File: src/rtl/axi_mux_w.sv
// axi_mux_w: AXI4 write-channel master multiplexer (4 masters -> 1 shared slave-side write bus).
// Ports: ACLK/ARESETn (async active-low); per master N=0..3: mN_wgrnt (one-hot grant from the
// write arbiter), AW/W inputs with AWREADY/WREADY outputs, B outputs with BREADY input;
// bus_AW*/bus_W* outputs with bus_AWREADY/bus_WREADY inputs, bus_B* inputs with bus_BREADY
// output; busy (state not IDLE); err_wlast (burst length mismatch pulse).
// Optional feature: define AXI_MUX_W_BEATCHK_EN to drive bus_WLAST from a beat counter checked
// against the latched AWLEN and to flag masters whose WLAST disagrees; otherwise err_wlast is 0.
module axi_mux_w #(
   parameter int ADDR_WIDTH = 32,
   parameter int DATA_WIDTH = 32,
   parameter int ID_WIDTH   = 4
) (
   input  logic                    ACLK,
   input  logic                    ARESETn,
   input  logic                    m0_wgrnt,
   input  logic [ID_WIDTH-1:0]     m0_AWID,
   input  logic [ADDR_WIDTH-1:0]   m0_AWADDR,
   input  logic [7:0]              m0_AWLEN,
   input  logic [2:0]              m0_AWSIZE,
   input  logic [1:0]              m0_AWBURST,
   input  logic                    m0_AWVALID,
   output logic                    m0_AWREADY,
   input  logic [DATA_WIDTH-1:0]   m0_WDATA,
   input  logic [DATA_WIDTH/8-1:0] m0_WSTRB,
   input  logic                    m0_WLAST,
   input  logic                    m0_WVALID,
   output logic                    m0_WREADY,
   output logic [ID_WIDTH-1:0]     m0_BID,
   output logic [1:0]              m0_BRESP,
   output logic                    m0_BVALID,
   input  logic                    m0_BREADY,
   input  logic                    m1_wgrnt,
   input  logic [ID_WIDTH-1:0]     m1_AWID,
   input  logic [ADDR_WIDTH-1:0]   m1_AWADDR,
   input  logic [7:0]              m1_AWLEN,
   input  logic [2:0]              m1_AWSIZE,
   input  logic [1:0]              m1_AWBURST,
   input  logic                    m1_AWVALID,
   output logic                    m1_AWREADY,
   input  logic [DATA_WIDTH-1:0]   m1_WDATA,
   input  logic [DATA_WIDTH/8-1:0] m1_WSTRB,
   input  logic                    m1_WLAST,
   input  logic                    m1_WVALID,
   output logic                    m1_WREADY,
   output logic [ID_WIDTH-1:0]     m1_BID,
   output logic [1:0]              m1_BRESP,
   output logic                    m1_BVALID,
   input  logic                    m1_BREADY,
   input  logic                    m2_wgrnt,
   input  logic [ID_WIDTH-1:0]     m2_AWID,
   input  logic [ADDR_WIDTH-1:0]   m2_AWADDR,
   input  logic [7:0]              m2_AWLEN,
   input  logic [2:0]              m2_AWSIZE,
   input  logic [1:0]              m2_AWBURST,
   input  logic                    m2_AWVALID,
   output logic                    m2_AWREADY,
   input  logic [DATA_WIDTH-1:0]   m2_WDATA,
   input  logic [DATA_WIDTH/8-1:0] m2_WSTRB,
   input  logic                    m2_WLAST,
   input  logic                    m2_WVALID,
   output logic                    m2_WREADY,
   output logic [ID_WIDTH-1:0]     m2_BID,
   output logic [1:0]              m2_BRESP,
   output logic                    m2_BVALID,
   input  logic                    m2_BREADY,
   input  logic                    m3_wgrnt,
   input  logic [ID_WIDTH-1:0]     m3_AWID,
   input  logic [ADDR_WIDTH-1:0]   m3_AWADDR,
   input  logic [7:0]              m3_AWLEN,
   input  logic [2:0]              m3_AWSIZE,
   input  logic [1:0]              m3_AWBURST,
   input  logic                    m3_AWVALID,
   output logic                    m3_AWREADY,
   input  logic [DATA_WIDTH-1:0]   m3_WDATA,
   input  logic [DATA_WIDTH/8-1:0] m3_WSTRB,
   input  logic                    m3_WLAST,
   input  logic                    m3_WVALID,
   output logic                    m3_WREADY,
   output logic [ID_WIDTH-1:0]     m3_BID,
   output logic [1:0]              m3_BRESP,
   output logic                    m3_BVALID,
   input  logic                    m3_BREADY,
   output logic [ID_WIDTH-1:0]     bus_AWID,
   output logic [ADDR_WIDTH-1:0]   bus_AWADDR,
   output logic [7:0]              bus_AWLEN,
   output logic [2:0]              bus_AWSIZE,
   output logic [1:0]              bus_AWBURST,
   output logic                    bus_AWVALID,
   input  logic                    bus_AWREADY,
   output logic [DATA_WIDTH-1:0]   bus_WDATA,
   output logic [DATA_WIDTH/8-1:0] bus_WSTRB,
   output logic                    bus_WLAST,
   output logic                    bus_WVALID,
   input  logic                    bus_WREADY,
   input  logic [ID_WIDTH-1:0]     bus_BID,
   input  logic [1:0]              bus_BRESP,
   input  logic                    bus_BVALID,
   output logic                    bus_BREADY,
   output logic                    busy,
   output logic                    err_wlast
);
   typedef enum logic [1:0] {IDLE, DATA, RESP} state_t;
   state_t state_q, state_d;
   logic [1:0] sel_q, gsel, sel;
   logic [3:0] grnt, awvalid, wvalid, wlast, bready, aw_route, w_route, b_route;
   logic [3:0][ID_WIDTH-1:0] awid;
   logic [3:0][ADDR_WIDTH-1:0] awaddr;
   logic [3:0][7:0] awlen;
   logic [3:0][2:0] awsize;
   logic [3:0][1:0] awburst;
   logic [3:0][DATA_WIDTH-1:0] wdata;
   logic [3:0][DATA_WIDTH/8-1:0] wstrb;
   logic gvalid, aw_hs, w_hs, b_hs, wlast_out;

   assign grnt    = {m3_wgrnt, m2_wgrnt, m1_wgrnt, m0_wgrnt};
   assign awid    = {m3_AWID, m2_AWID, m1_AWID, m0_AWID};
   assign awaddr  = {m3_AWADDR, m2_AWADDR, m1_AWADDR, m0_AWADDR};
   assign awlen   = {m3_AWLEN, m2_AWLEN, m1_AWLEN, m0_AWLEN};
   assign awsize  = {m3_AWSIZE, m2_AWSIZE, m1_AWSIZE, m0_AWSIZE};
   assign awburst = {m3_AWBURST, m2_AWBURST, m1_AWBURST, m0_AWBURST};
   assign awvalid = {m3_AWVALID, m2_AWVALID, m1_AWVALID, m0_AWVALID};
   assign wdata   = {m3_WDATA, m2_WDATA, m1_WDATA, m0_WDATA};
   assign wstrb   = {m3_WSTRB, m2_WSTRB, m1_WSTRB, m0_WSTRB};
   assign wlast   = {m3_WLAST, m2_WLAST, m1_WLAST, m0_WLAST};
   assign wvalid  = {m3_WVALID, m2_WVALID, m1_WVALID, m0_WVALID};
   assign bready  = {m3_BREADY, m2_BREADY, m1_BREADY, m0_BREADY};

   // A zero or multi-hot grant selects nobody; gsel is only meaningful when gvalid.
   assign gvalid = (grnt != 4'd0) && ((grnt & (grnt - 4'd1)) == 4'd0);
   assign gsel   = {grnt[3] | grnt[2], grnt[3] | grnt[1]};
   assign sel    = (state_q == IDLE) ? gsel : sel_q;

   // One-hot per-channel routes: at most one master sees any channel at a time.
   assign aw_route = (state_q == IDLE && gvalid) ? 4'b0001 << sel : 4'd0;
   assign w_route  = (state_q == DATA) ? 4'b0001 << sel : 4'd0;
   assign b_route  = (state_q == RESP) ? 4'b0001 << sel : 4'd0;

   assign bus_AWVALID = |(aw_route & awvalid);
   assign bus_AWID    = |aw_route ? awid[sel] : '0;
   assign bus_AWADDR  = |aw_route ? awaddr[sel] : '0;
   assign bus_AWLEN   = |aw_route ? awlen[sel] : '0;
   assign bus_AWSIZE  = |aw_route ? awsize[sel] : '0;
   assign bus_AWBURST = |aw_route ? awburst[sel] : '0;
   assign {m3_AWREADY, m2_AWREADY, m1_AWREADY, m0_AWREADY} = aw_route & {4{bus_AWREADY}};

   assign bus_WVALID = |(w_route & wvalid);
   assign bus_WDATA  = |w_route ? wdata[sel] : '0;
   assign bus_WSTRB  = |w_route ? wstrb[sel] : '0;
   assign bus_WLAST  = wlast_out;
   assign {m3_WREADY, m2_WREADY, m1_WREADY, m0_WREADY} = w_route & {4{bus_WREADY}};

   assign bus_BREADY = |(b_route & bready);
   assign {m3_BVALID, m2_BVALID, m1_BVALID, m0_BVALID} = b_route & {4{bus_BVALID}};
   assign m0_BID   = b_route[0] ? bus_BID : '0;
   assign m1_BID   = b_route[1] ? bus_BID : '0;
   assign m2_BID   = b_route[2] ? bus_BID : '0;
   assign m3_BID   = b_route[3] ? bus_BID : '0;
   assign m0_BRESP = b_route[0] ? bus_BRESP : '0;
   assign m1_BRESP = b_route[1] ? bus_BRESP : '0;
   assign m2_BRESP = b_route[2] ? bus_BRESP : '0;
   assign m3_BRESP = b_route[3] ? bus_BRESP : '0;

   // Each handshake can only occur in its own state because the valids are routed by state.
   assign aw_hs = bus_AWVALID & bus_AWREADY;
   assign w_hs  = bus_WVALID & bus_WREADY;
   assign b_hs  = bus_BVALID & bus_BREADY;
   assign busy  = (state_q != IDLE);

   always_comb begin
      state_d = state_q;
      state_d = aw_hs ? DATA : (w_hs && wlast_out) ? RESP : b_hs ? IDLE : state_q;
   end

   always_ff @(posedge ACLK or negedge ARESETn)
      if (!ARESETn) begin
         state_q <= IDLE;
         sel_q   <= '0;
      end else begin
         state_q <= state_d;
         if (aw_hs) sel_q <= gsel;
      end

`ifdef AXI_MUX_W_BEATCHK_EN
   logic [7:0] beat_cnt, len_q;
   always_ff @(posedge ACLK or negedge ARESETn)
      if (!ARESETn) begin
         beat_cnt <= '0;
         len_q    <= '0;
      end else if (aw_hs) begin
         beat_cnt <= '0;
         len_q    <= awlen[sel];
      end else if (w_hs) beat_cnt <= beat_cnt + 8'd1;
   // The counted last beat, not the master's WLAST, closes the burst.
   assign wlast_out = (state_q == DATA) && (beat_cnt == len_q);
   assign err_wlast = w_hs && ((|(w_route & wlast)) != (beat_cnt == len_q));
`else
   assign wlast_out = |(w_route & wlast);
   assign err_wlast = 1'b0;
`endif
endmodule

File: config.mk
export PLATFORM = sky130hd
export DESIGN_NAME = axi_mux_w
export DESIGN_NICKNAME = d
export VERILOG_FILES = /design/src/rtl/axi_mux_w.sv
export SDC_FILE = /design/constraint.sdc
export NUM_CORES = 1
export LEC_CHECK = 0
export CELL_PAD_IN_SITES_DETAIL_PLACEMENT = 1
export CELL_PAD_IN_SITES_GLOBAL_PLACEMENT = 1
export CORE_AREA = 2 2 195 197
export CTS_CLUSTER_SIZE = 30
export DETAILED_ROUTE_END_ITERATION = 8
export DIE_AREA = 0 0 197 199
export GPL_TIMING_DRIVEN = 0
export PLACE_DENSITY = 0.61
export SLEW_MARGIN = 10
export SYNTH_ARGS = -nofsm -noshare
export SYNTH_HDL_FRONTEND = slang
export SYNTH_SLANG_ARGS = --single-unit
File: constraint.sdc
create_clock -name ACLK -period 2.17 [get_ports ACLK]
set_clock_uncertainty 0.1 [all_clocks]
set_input_delay 0.217 -clock ACLK [delete_from_list [all_inputs] [get_ports ACLK]]
set_output_delay 0.217 -clock ACLK [all_outputs]
set_load 0.02 [all_outputs]
==> results by group <==
Synth
  • Top-count cell post-synth: and2_1
  • Main synth FF type: dfrtp_1
  • Library cells used by synthesis: 38
  • #FFs+latches synth: 4
  • Ys Warns: 0
  • Seq/Total Area, Yosys: 3.01%
  • Largest cells by area after synthesis: mux4_2, and2_1, dfrtp_1
  • Area share of the leading cell type in the synthesized netlist: 57.5%
  • Syn_area_per_cell: 11.1 µm²
  • Syn Inst Count: 300
  • Number of synthesized flops with an enable pin: 0
  • Cell taking the most area after synthesis: mux4_2
  • Synth async-reset ratio: 100%
  • Post-Syn Nets: 671
  • Mapped Area: 0.00333 mm²
  • Most frequent cells after synthesis: and2_1, mux4_2, clkbuf_1

Power and ir drop
  • Int Pwr: 5.49 mW
  • Sw Share: 41.5%
  • Clock Power Share: 3.2%
  • Comb pwr share: 94.7%
  • P_sw: 3.89 mW
  • Reg power frac: 2.1%
  • Peak supply drop: 0.383 mV
  • Pleak: 3.98 nW
  • Pwr dens: 938 mW/mm²

Layout
  • Share of layout cells above drive strength 1: 45.5%
  • Post-Layout Cell Count: 1311
  • Post-synthesis to final-layout area growth: 200%
  • Nets: 1207

Floorplan
  • IO Pins: 498
  • Die width: 197 µm
  • Core ar.: 0.0371 mm²
  • Initial Util: 8.97%
  • Rows: 71
  • Die Ht: 199 µm
  • Die ar.: 0.0392 mm²

Timing
  • Unrepaired setup endpoints after global routing: true
  • Final period util: 133%
  • Slew Limit Fails: 0
  • Fin worst setup slack: -0.710 ns
  • Final hold vios: 0
  • FMAX: 0.347 GHz
  • Slew @ Worst Pin: 0.724 ns
  • Endpoints failing setup: 111
  • Period minus WS final: 2.88 ns
  • Rel. slew slack: 51.4%

Critical path
  • Crit-path max FO: 6
  • R2R cell count: 10
  • Crit Reg-Reg Startpoint: state_q[0]
  • R2r setup slk: -0.41 ns
  • Cell mode on critical path: buf_12
  • Worst path bufs/invs: 4
  • CP Cell Sequence: or4_4 -> a21boi_4 -> buf_12 -> buf_16 -> buf_12 -> mux4_2 -> and2_4 -> buf_6
  • Critical Path Slowest Stage Cell: or4_4
  • CP endpoint kind: output port
  • Worst Path Arrival: 2.56 ns
  • CP peak stage delay: 0.52 ns
  • Data required, critical path: 1.85 ns
  • Top delay family on crit path: simple AND/OR/NAND/NOR gates
  • WS Path Type: reg2out
  • Startpoint Class: flop
  • FF-to-FF End: sel_q[0]

Clock tree
  • Post-CTS Hold Fix Bufs: 0
  • Clk buf depth: 2
  • H-tree depth: 1
  • Clock sink total: 4
  • Total CTS buffers: 3
  • Clock transition at path regs: 0.03 ns
  • CTS tree: yes
  • Worst-Skew Late Latency: 0.23 ns
  • Root Buffer: clkbuf_16

Placement
  • Dpl ws: -2.00 ns
  • Final GP Congestion: 0.741
  • DP HPWL: 24300 µm
  • Placed Cells: 1270
  • Port Buf Inserts: 496

Detailed routing
  • Drt total wl: 28500 µm
  • Via count: 5015
  • Remaining antenna violation count after routing: 0
  • DR vias/cell: 3.83
  • Initial detailed-routing violation count: 110
  • Routed length per placed instance: 21.7 µm
  • Detailed Routing Iterations Pass 1: 6
  • Post-route DRC violation count: 0

GRT
  • First-pass GRT wire length: 37900 µm
  • Total global routing overflow: 0
  • Gr usage total: 13.4%
  • Vias in the first global route: 5511
  • Antenna violations before repair: 2
  • Pin count of the biggest net entering global routing: 11

Status
  • Failing checks: negative setup slack
  • Outcome: finished, violations left

Hold path
  • Hold crit path type: in2async

Job
  • Max cap viols: 0
==> metrics by stage <==
step / power, mW / util (%) / TNS [ns] / area [µm²] / hold WS, ns
after floorplan: 4.67 / - / -12.10 / 3510 / -0.179
after global placement: 7.51 / 24.4 / -185.92 / 9070 / 0.336
after detailed placement: 7.55 / 24.4 / -154.19 / 9080 / 0.343
after CTS: 9.27 / 26.4 / -64.83 / 9820 / 0.102
after global routing: 9.96 / 26.9 / -69.78 / 10000 / 0.110
final: 9.38 / 26.9 / -62.67 / 10000 / 0.0959
==> routing by layer <==
metal / track usage [%] / vias up / part of all wire, %
li1: - / 2273 / -
met1: 15.4 / 2433 / 38
met2: 24.9 / 295 / 52
met3: 3.73 / 14 / 8.8
met4: 2.62 / 0 / 1.5
met5: 0 / - / 0
==> worst reg2reg max path, delay by kind of cell (launching register included) <==
kind	cells	cell delay [ns]
muxes	2	0.41
AOI/OAI and AO/OA	2	0.32
and+or+nand+nor	1	0.52
buffers and inverters	5	0.69
DFF	1	0.43
==> what timing repair did <==
action / in CTS / in global routing
endpoints found under the setup margin: 129 / 120
hold endpoints to repair: 0 / 0
pin swaps: 6 / 2
cloned: 6 / 1
buffers inserted: 26 / 5
gates resized for setup: 661 / 114
==> power groups by stage <==
stage          Sequential, mW  Clock, mW  Combinational, mW
2_1_floorplan           0.146          0               4.53
3_3_place_gp            0.159          0               7.35
3_5_place_dp            0.160          0               7.39
4_1_cts                 0.194      0.304               8.78
5_1_grt                 0.206      0.313               9.44
6_report                0.200      0.300               8.88
==> state kept, by name (all words and copies together), names as in the netlist <==
name	count
sel_q	2
state_q	2
==> worst max-delay path by stage <==
stage,from,end,slack [ns],depth (start not counted)
3_5_place_dp,m1_wgrnt,bus_AWVALID,-2.00,8
4_1_cts,state_q[0],bus_AWVALID,-0.76,9
2_1_floorplan,state_q[0],bus_WDATA[10],-0.17,6
6_report,state_q[0],bus_WDATA[3],-0.71,8
3_3_place_gp,m3_wgrnt,bus_WDATA[23],-2.14,8
5_1_grt,state_q[0],bus_WDATA[3],-0.77,8
==> cells by family after synthesis <==
| family | synth area share (%) |
|---|---|
| xor+xnor | 0.526 |
| compound gates | 3.23 |
| other cells | 0.113 |
| buf+inv | 6.05 |
| mux | 60.2 |
| simple gates | 26.8 |
| flops | 3.01 |
==> layout make-up <==
cell class,instances,area [µm²]
Tap cell,474,593
Antenna cell,2,5.00
Fill cell,4232,27100
Clock buffer,4,78.8
Timing Repair Buffer,533,5460
Buffer,30,323
Inverter,2,11.3
Sequential cell,4,104
Multi-Input combinational cell,262,3420
==> placed cells by master, fill, tap and decap left out, types with 2 or more instances in the layout <==
cell	instances
clkbuf_2	22
dfrtp_2	3
buf_16	7
xor2_1	2
nor2_4	5
and2_1	14
nor2_1	7
and3_1	14
clkbuf_4	2
mux2i_1	5
o21ai_1	2
mux2i_4	3
diode_2	2
buf_6	99
clkbuf_16	4
a21o_1	2
nor3_2	3
clkbuf_1	5
nand2_1	5
o31ai_4	2
dlygate4sd2_1	2
and2_4	85
nor2b_1	2
nor4_1	2
buf_12	11
nand4_1	2
mux4_2	85
clkdlybuf4s50_1	379
buf_4	26
buf_8	2
o21ai_0	3
buf_2	6
(Power assumes the default switching activity.)
